`src/rtl/hurricane_timer_if.sv`:
```
// hurricane_timer_if: mode-controller side bundle of the hurricane timer.
// master drives mode/power/buttons; slave is the timer itself.
interface hurricane_timer_if;
   logic        machine_state;
   logic [2:0]  mode_state;
   logic        menu_btn;
   logic        cum_clr;
   logic        hurricane_mode_enabled;
   logic        return_state;
   logic        countdown_active;
   logic [6:0]  countdown_sec;
   logic [19:0] cum_sec;

   modport master (
      output machine_state, mode_state, menu_btn, cum_clr,
      input  hurricane_mode_enabled, return_state,
      input  countdown_active, countdown_sec, cum_sec
   );

   modport slave (
      input  machine_state, mode_state, menu_btn, cum_clr,
      output hurricane_mode_enabled, return_state,
      output countdown_active, countdown_sec, cum_sec
   );
endinterface

```
`src/rtl/hurricane_timer.sv`:
```
// hurricane_timer: level-3 countdown plus cumulative fan-run seconds.
// HURRICANE_LOCKOUT_EN: after an expiry, level 3 stays locked until power-off.
module hurricane_timer #(
   parameter int unsigned TICKS_PER_SEC = 100_000_000,
   parameter int unsigned HURRICANE_SEC = 60,
   parameter logic [19:0] CUM_INIT      = '0
) (
   input  logic             clk,
   input  logic             rst,
   hurricane_timer_if.slave bus
);

   localparam int unsigned TW = (TICKS_PER_SEC > 1) ? $clog2(TICKS_PER_SEC) : 1;
   localparam logic [TW-1:0] TICK_LAST = TW'(TICKS_PER_SEC - 1);
   localparam logic [6:0]    HSEC      = 7'(HURRICANE_SEC);
   localparam logic [2:0]    MODE_HUR  = 3'b011;

   typedef enum logic [1:0] {IDLE, RUN, DONE} state_e;

   state_e        state_q, state_d;
   logic [TW-1:0] htick_q, htick_d;
   logic [TW-1:0] ctick_q, ctick_d;
   logic [6:0]    cnt_q, cnt_d;
   logic          act_q, act_d;
   logic          en_q, en_d;
   logic          ret_q, ret_d;
   logic          lock_q, lock_d;
   logic [2:0]    mode_prev_q;
   logic          menu_prev_q;
   logic [19:0]   cum_q, cum_d;

   logic hur, entry, menu_edge, sec_pulse;
   logic cum_run, cum_pulse, lock_set;

`ifdef HURRICANE_LOCKOUT_EN
   assign lock_set = 1'b1;
`else
   assign lock_set = 1'b0;
`endif

   assign hur       = bus.mode_state == MODE_HUR;
   assign entry     = hur && (mode_prev_q != MODE_HUR)
                      && bus.machine_state && !lock_q;
   assign menu_edge = bus.menu_btn && !menu_prev_q;
   assign sec_pulse = htick_q == TICK_LAST;

   always_comb begin
      state_d = state_q;
      htick_d = htick_q;
      cnt_d   = cnt_q;
      act_d   = act_q;
      en_d    = en_q;
      ret_d   = ret_q;
      lock_d  = lock_q;
      if (!bus.machine_state) begin
         state_d = IDLE;
         htick_d = '0;
         cnt_d   = '0;
         act_d   = 1'b0;
         en_d    = 1'b1;
         ret_d   = 1'b1;
         lock_d  = 1'b0;
      end else begin
         unique case (state_q)
            IDLE: begin
               en_d = !lock_q;
               if (entry) begin
                  state_d = RUN;
                  cnt_d   = HSEC;
                  htick_d = '0;
                  ret_d   = 1'b1;
                  act_d   = 1'b1;
               end
            end
            RUN: begin
               if (!hur) begin
                  state_d = IDLE;
                  htick_d = '0;
                  cnt_d   = '0;
                  act_d   = 1'b0;
                  ret_d   = 1'b1;
                  en_d    = 1'b1;
               end else if (menu_edge) begin
                  // menu edge outranks a coincident final second
                  cnt_d   = HSEC;
                  htick_d = '0;
                  ret_d   = 1'b0;
               end else if (sec_pulse) begin
                  htick_d = '0;
                  cnt_d   = cnt_q - 7'd1;
                  if (cnt_q == 7'd1) begin
                     state_d = DONE;
                     act_d   = 1'b0;
                     en_d    = 1'b0;
                  end
               end else begin
                  htick_d = htick_q + TW'(1);
               end
            end
            DONE: begin
               en_d = 1'b0;
               if (!hur) begin
                  state_d = IDLE;
                  lock_d  = lock_set;
                  en_d    = !lock_set;
               end
            end
            default: state_d = IDLE;
         endcase
      end
   end

   assign cum_run   = bus.machine_state
                      && (bus.mode_state inside {3'b001, 3'b010, 3'b011});
   assign cum_pulse = cum_run && (ctick_q == TICK_LAST);

   always_comb begin
      ctick_d = ctick_q;
      cum_d   = cum_q;
      if (bus.cum_clr) begin
         ctick_d = '0;
         cum_d   = '0;
      end else if (cum_run) begin
         ctick_d = cum_pulse ? '0 : ctick_q + TW'(1);
         if (cum_pulse && (cum_q != '1)) cum_d = cum_q + 20'd1;
      end
   end

   always_ff @(posedge clk or negedge rst) begin
      if (!rst) begin
         state_q     <= IDLE;
         htick_q     <= '0;
         ctick_q     <= '0;
         cnt_q       <= '0;
         act_q       <= 1'b0;
         en_q        <= 1'b1;
         ret_q       <= 1'b1;
         lock_q      <= 1'b0;
         mode_prev_q <= '0;
         menu_prev_q <= 1'b0;
         cum_q       <= CUM_INIT;
      end else begin
         state_q     <= state_d;
         htick_q     <= htick_d;
         ctick_q     <= ctick_d;
         cnt_q       <= cnt_d;
         act_q       <= act_d;
         en_q        <= en_d;
         ret_q       <= ret_d;
         lock_q      <= lock_d;
         mode_prev_q <= bus.mode_state;
         menu_prev_q <= bus.menu_btn;
         cum_q       <= cum_d;
      end
   end

   assign bus.hurricane_mode_enabled = en_q;
   assign bus.return_state           = ret_q;
   assign bus.countdown_active       = act_q;
   assign bus.countdown_sec          = cnt_q;
   assign bus.cum_sec                = cum_q;

endmodule

```
`src/flat_wrapper.sv`:
```
// flat-port wrapper written by rule: the top's interface ports become plain ports
module hurricane_timer_flat 
#(
   parameter int unsigned TICKS_PER_SEC = 100_000_000,
   parameter int unsigned HURRICANE_SEC = 60,
   parameter logic [19:0] CUM_INIT      = '0
)
  (clk, rst, bus_machine_state, bus_mode_state, bus_menu_btn, bus_cum_clr, bus_hurricane_mode_enabled, bus_return_state, bus_countdown_active, bus_countdown_sec, bus_cum_sec);
  hurricane_timer_if bus_i ();
  input  logic clk;
  input  logic rst;
  input wire logic [$bits(bus_i.machine_state)-1:0] bus_machine_state;
  input wire logic [$bits(bus_i.mode_state)-1:0] bus_mode_state;
  input wire logic [$bits(bus_i.menu_btn)-1:0] bus_menu_btn;
  input wire logic [$bits(bus_i.cum_clr)-1:0] bus_cum_clr;
  output wire logic [$bits(bus_i.hurricane_mode_enabled)-1:0] bus_hurricane_mode_enabled;
  output wire logic [$bits(bus_i.return_state)-1:0] bus_return_state;
  output wire logic [$bits(bus_i.countdown_active)-1:0] bus_countdown_active;
  output wire logic [$bits(bus_i.countdown_sec)-1:0] bus_countdown_sec;
  output wire logic [$bits(bus_i.cum_sec)-1:0] bus_cum_sec;
  assign bus_i.machine_state = bus_machine_state;
  assign bus_i.mode_state = bus_mode_state;
  assign bus_i.menu_btn = bus_menu_btn;
  assign bus_i.cum_clr = bus_cum_clr;
  assign bus_hurricane_mode_enabled = bus_i.hurricane_mode_enabled;
  assign bus_return_state = bus_i.return_state;
  assign bus_countdown_active = bus_i.countdown_active;
  assign bus_countdown_sec = bus_i.countdown_sec;
  assign bus_cum_sec = bus_i.cum_sec;
  hurricane_timer #(.TICKS_PER_SEC(TICKS_PER_SEC), .HURRICANE_SEC(HURRICANE_SEC), .CUM_INIT(CUM_INIT)) u_core (.clk(clk), .rst(rst), .bus(bus_i));
endmodule
```
`config.mk`:
```
export PLATFORM = sky130hd
export DESIGN_NAME = hurricane_timer_flat
export DESIGN_NICKNAME = d
export VERILOG_FILES = /design/src/rtl/hurricane_timer_if.sv /design/src/rtl/hurricane_timer.sv /design/src/flat_wrapper.sv
export SDC_FILE = /design/constraint.sdc
export NUM_CORES = 1
export LEC_CHECK = 0
export ABC_AREA = 1
export CORE_ASPECT_RATIO = 1.1
export CORE_MARGIN = 3
export CORE_UTILIZATION = 30
export CTS_CLUSTER_SIZE = 24
export DETAILED_ROUTE_END_ITERATION = 6
export SKIP_CTS_REPAIR_TIMING = 1
export SLEW_MARGIN = 25
export SYNTH_ARGS = -nofsm -noshare
export SYNTH_HDL_FRONTEND = slang
export SYNTH_SLANG_ARGS = --single-unit
```
`constraint.sdc`:
```
create_clock -name clk -period 2.76 [get_ports clk]
set_input_delay 0.552 -clock clk [delete_from_list [all_inputs] [get_ports clk]]
set_output_delay 0.552 -clock clk [all_outputs]
set_load 0.01 [all_outputs]
```
==> flow_summary.yaml <==
clocking:
  cts_root_buffer: "clkbuf_16"
  cts_tree: "yes"
  htree_num_levels: 3
  cts_buffers: 9
  cts_buffer_depth: 2
  clock_sinks: 90
  clkTransAtPathRegs_ps: 70
  clk_latency_ps: 350
timing:
  holdWs_ps: 156
  fmax_mhz: 476
  worst_slew_pin_slew_ps: 497
  min_period_ps: 2100
  fin_setup_tns_ps: 0
  hold_viol: 0
  slew_headroom_pct: 66.9
  setup_viol: 0
  rsz0062_at_grt: "false"
  min_period_over_period_pct: 76.1
  finClkSkew_ps: 17.0
  report.final.slew_viol_count: 0
pwr:
  power.density_nw_per_um2: 503
  combPwrFrac_pct: 19.2
  swShare_pct: 31.4
  p_leak_nw: 2.96
  vdd_drop_max_mv: 0.301
  p_seq_share_pct: 42.3
  clock_power_share_pct: 38.5
  intPower_mw: 2.36
  p_switching_mw: 1.08
synth:
  yosysWarnings: 0
  avgSynthCellArea_sq_um: 6.87
  synth.yosys.seq_area_share_pct: 38.7
  yosysUniqueCellTypes: 38
  synth_cells: 849
  syn_area_sq_um: 5830
  postSynthRegisterBits: 90
  synth_fp_nets: 866
worst_setup_path:
  worstPathMaxFanout: 12
  slowest_stage: "clkdlybuf4s50_1"
  max_stage_delay_ps: 640
  cp-start-kind: "input port"
  worstPathArrival_ps: 2340
  timing.critical_path.mode_cell: "nand2_1"
  crit_required_ps: 3000
  cp-end-kind: "flip-flop"
  timing.critical_path.cells: "clkdlybuf4s50_1 > nand3_2 > nor3_2 > nand3_4 > nand2_2 > nand2_1 > buf_4 > nand2_1 > nand2_1"
  critPathKind: "input port to flip-flop"
global_route:
  met1_usage_pct: 17.7
  groute.layer.met3.usage_pct: 2.23
  track_usage_pct: 13.7
  grt-busiest-layer: "met2"
  antenna_found_initial: 0
  grt_first_pass_wirelength_um: 24600
  grt_pass1_vias: 5165
  gr-usage-met2_pct: 23.7
  grt-ovfl-total: 0
  grt_max_degree: 56
layout:
  design_area_sq_um: 6850
  syn2layout_area_growth_pct: 17.5
  n_antenna_cell: 0
  fin_nets: 914
  layout-drive-gt1-share_pct: 9.42
outcome:
  outcome: "finished, final reports clean"
floorplan:
  core_sq_um: 18700
  die_x_um: 139
  die-area_sq_um: 21200
  start_util_pct: 31.1
  rows: 52
  die_y_um: 152
  ios: 38
route:
  first_iter_violations: 235
  vias: 5231
  wire_per_inst_um: 12.3
  drc: 0
  drtPass1Iterations: 4
  ant_nets: 0
  wirelength_um: 14100
  via_per_inst: 4.57
placed_design:
  gp_congestion: 0.885
  portBuffers: 37
  placed_area_sq_um: 6540
  dpl.hpwl_um: 10600
flow_run:
  drv_cap: 0
worst_hold_path:
  min_path_type: "input port to asynchronous set/reset pin"
[state kept, by name, indices dropped and copies added (netlist names)]
register,count
u_core.menu_prev_q,1
u_core.bus.countdown_active,1
u_core.bus.countdown_sec,7
u_core.state_q,2
u_core.bus.hurricane_mode_enabled,1
u_core.htick_q,27
u_core.bus.return_state,1
u_core.bus.cum_sec,20
u_core.mode_prev_q,3
u_core.ctick_q,27
[final cells by class]
type	instances	area [sq um]
multi-input combinational	642	3080
fill	1985	11900
inverter	100	378
sequential	90	2250
tap	243	304
clock buffer	9	225
clock inverter	7	91.3
timing repair buffer	54	520
[placed cells by master, fill, tap and decap left out, types with 2 or more instances in the layout]
master	count
dfrtp_1	88
buf_4	16
dfstp_2	2
nand3_2	2
nand3_1	63
buf_12	2
clkbuf_16	9
xnor2_1	6
xor2_1	26
inv_1	93
nor3_2	9
and3_1	3
nand4_1	21
inv_2	5
nor2_1	140
nor2_2	10
nand2_2	16
nand2_1	259
nor3_1	25
nor2_4	2
o21ai_0	23
inv_6	3
ha_1	9
clkdlybuf4s50_1	36
o21bai_1	3
a21oi_1	11
o21ai_1	5
[cell usage after synthesis]
cell | n | area share (%)
nand2_1 | 259 | 17
nor2_1 | 140 | 9.0
inv_1 | 93 | 6.0
dfrtp_1 | 88 | 38
nand3_1 | 63 | 5.4
xor2_1 | 26 | 3.9
nor3_1 | 25 | 2.1
o21ai_0 | 23 | 2.0
nand4_1 | 21 | 2.3
nand2_2 | 16 | 1.7
a21oi_1 | 11 | 0.94
nor2_2 | 10 | 1.1
ha_1 | 9 | 1.9
nor3_2 | 9 | 1.5
buf_2 | 6 | 0.51
xnor2_1 | 6 | 0.90
inv_2 | 5 | 0.32
o21ai_1 | 5 | 0.43
buf_4 | 4 | 0.51
and3_1 | 3 | 0.32
buf_6 | 3 | 0.58
clkbuf_1 | 3 | 0.19
o21bai_1 | 3 | 0.39
dfstp_2 | 2 | 0.90
nand3_2 | 2 | 0.34
nor2_4 | 2 | 0.39
a21boi_0 | 1 | 0.13
a21o_1 | 1 | 0.13
a21oi_4 | 1 | 0.28
a31o_2 | 1 | 0.15
a31oi_1 | 1 | 0.11
buf_8 | 1 | 0.26
clkinv_1 | 1 | 0.064
inv_4 | 1 | 0.11
nand3_4 | 1 | 0.30
o21a_1 | 1 | 0.13
o41ai_1 | 1 | 0.15
or2_2 | 1 | 0.11
[power groups by stage]
| stage | registers, mW | logic (mW) | clock network, mW |
|---|---|---|---|
| 3_3_place_gp | 1.48 | 0.666 | 0 |
| 4_1_cts | 1.46 | 0.673 | 1.36 |
| 2_1_floorplan | 1.49 | 0.424 | 0 |
| 6_report | 1.46 | 0.663 | 1.33 |
| 5_1_grt | 1.47 | 0.745 | 1.42 |
| 3_5_place_dp | 1.48 | 0.671 | 0 |
[layer usage]
layer  vias up  share of wire (%)
met5         -                  0
met1      2379                 47
li1       2759                  -
met3        15                3.0
met2        78                 48
met4         0                1.5
[metrics by stage]
stage	total power, mW	worst slack, ps	std cells	util (%)
after global placement	2.15	290	1129	34.9
after detailed placement	2.15	283	1129	34.9
after global routing	3.63	474	1145	36.6
after CTS	3.50	645	1145	36.6
final	3.44	660	1145	36.6
after floorplan	1.91	1060	849	-
[worst max-delay path: cells and delay by family]
| kind | cells | cell delay (ps) |
|---|---|---|
| simple gates | 7 | 950 |
| buf+inv | 2 | 830 |
[worst paths after layout]
check	slack, ps	start	end	cells past startpoint
setup / recovery	660	bus_machine_state	u_core.bus.cum_sec[1]	9
hold / removal	160	rst	u_core.bus.countdown_sec[3]	1
setup reg to reg	760	u_core.htick_q[0]	u_core.bus.countdown_sec[5]	11
hold reg to reg	470	u_core.bus.hurricane_mode_enabled	u_core.bus.hurricane_mode_enabled	2
max in group asynchronous	1910	rst	u_core.bus.hurricane_mode_enabled	2
min in group clk	470	u_core.bus.hurricane_mode_enabled	u_core.bus.hurricane_mode_enabled	2
[cell families (layout without fill, tap and decap cells)]
family                   Yosys count  after routing  share of synthesized area [%]
buffers and inverters            117            170                           8.54
AND/OR/NAND/NOR                  552            552                           41.3
adder cells (fa/ha/maj)            9              9                           1.93
AO/OA/AOI/OAI                     49             49                           4.80
XOR/XNOR                          32             32                           4.80
flip-flops                        90             90                           38.7
Note: power is estimated with default switching activity, not from simulation.
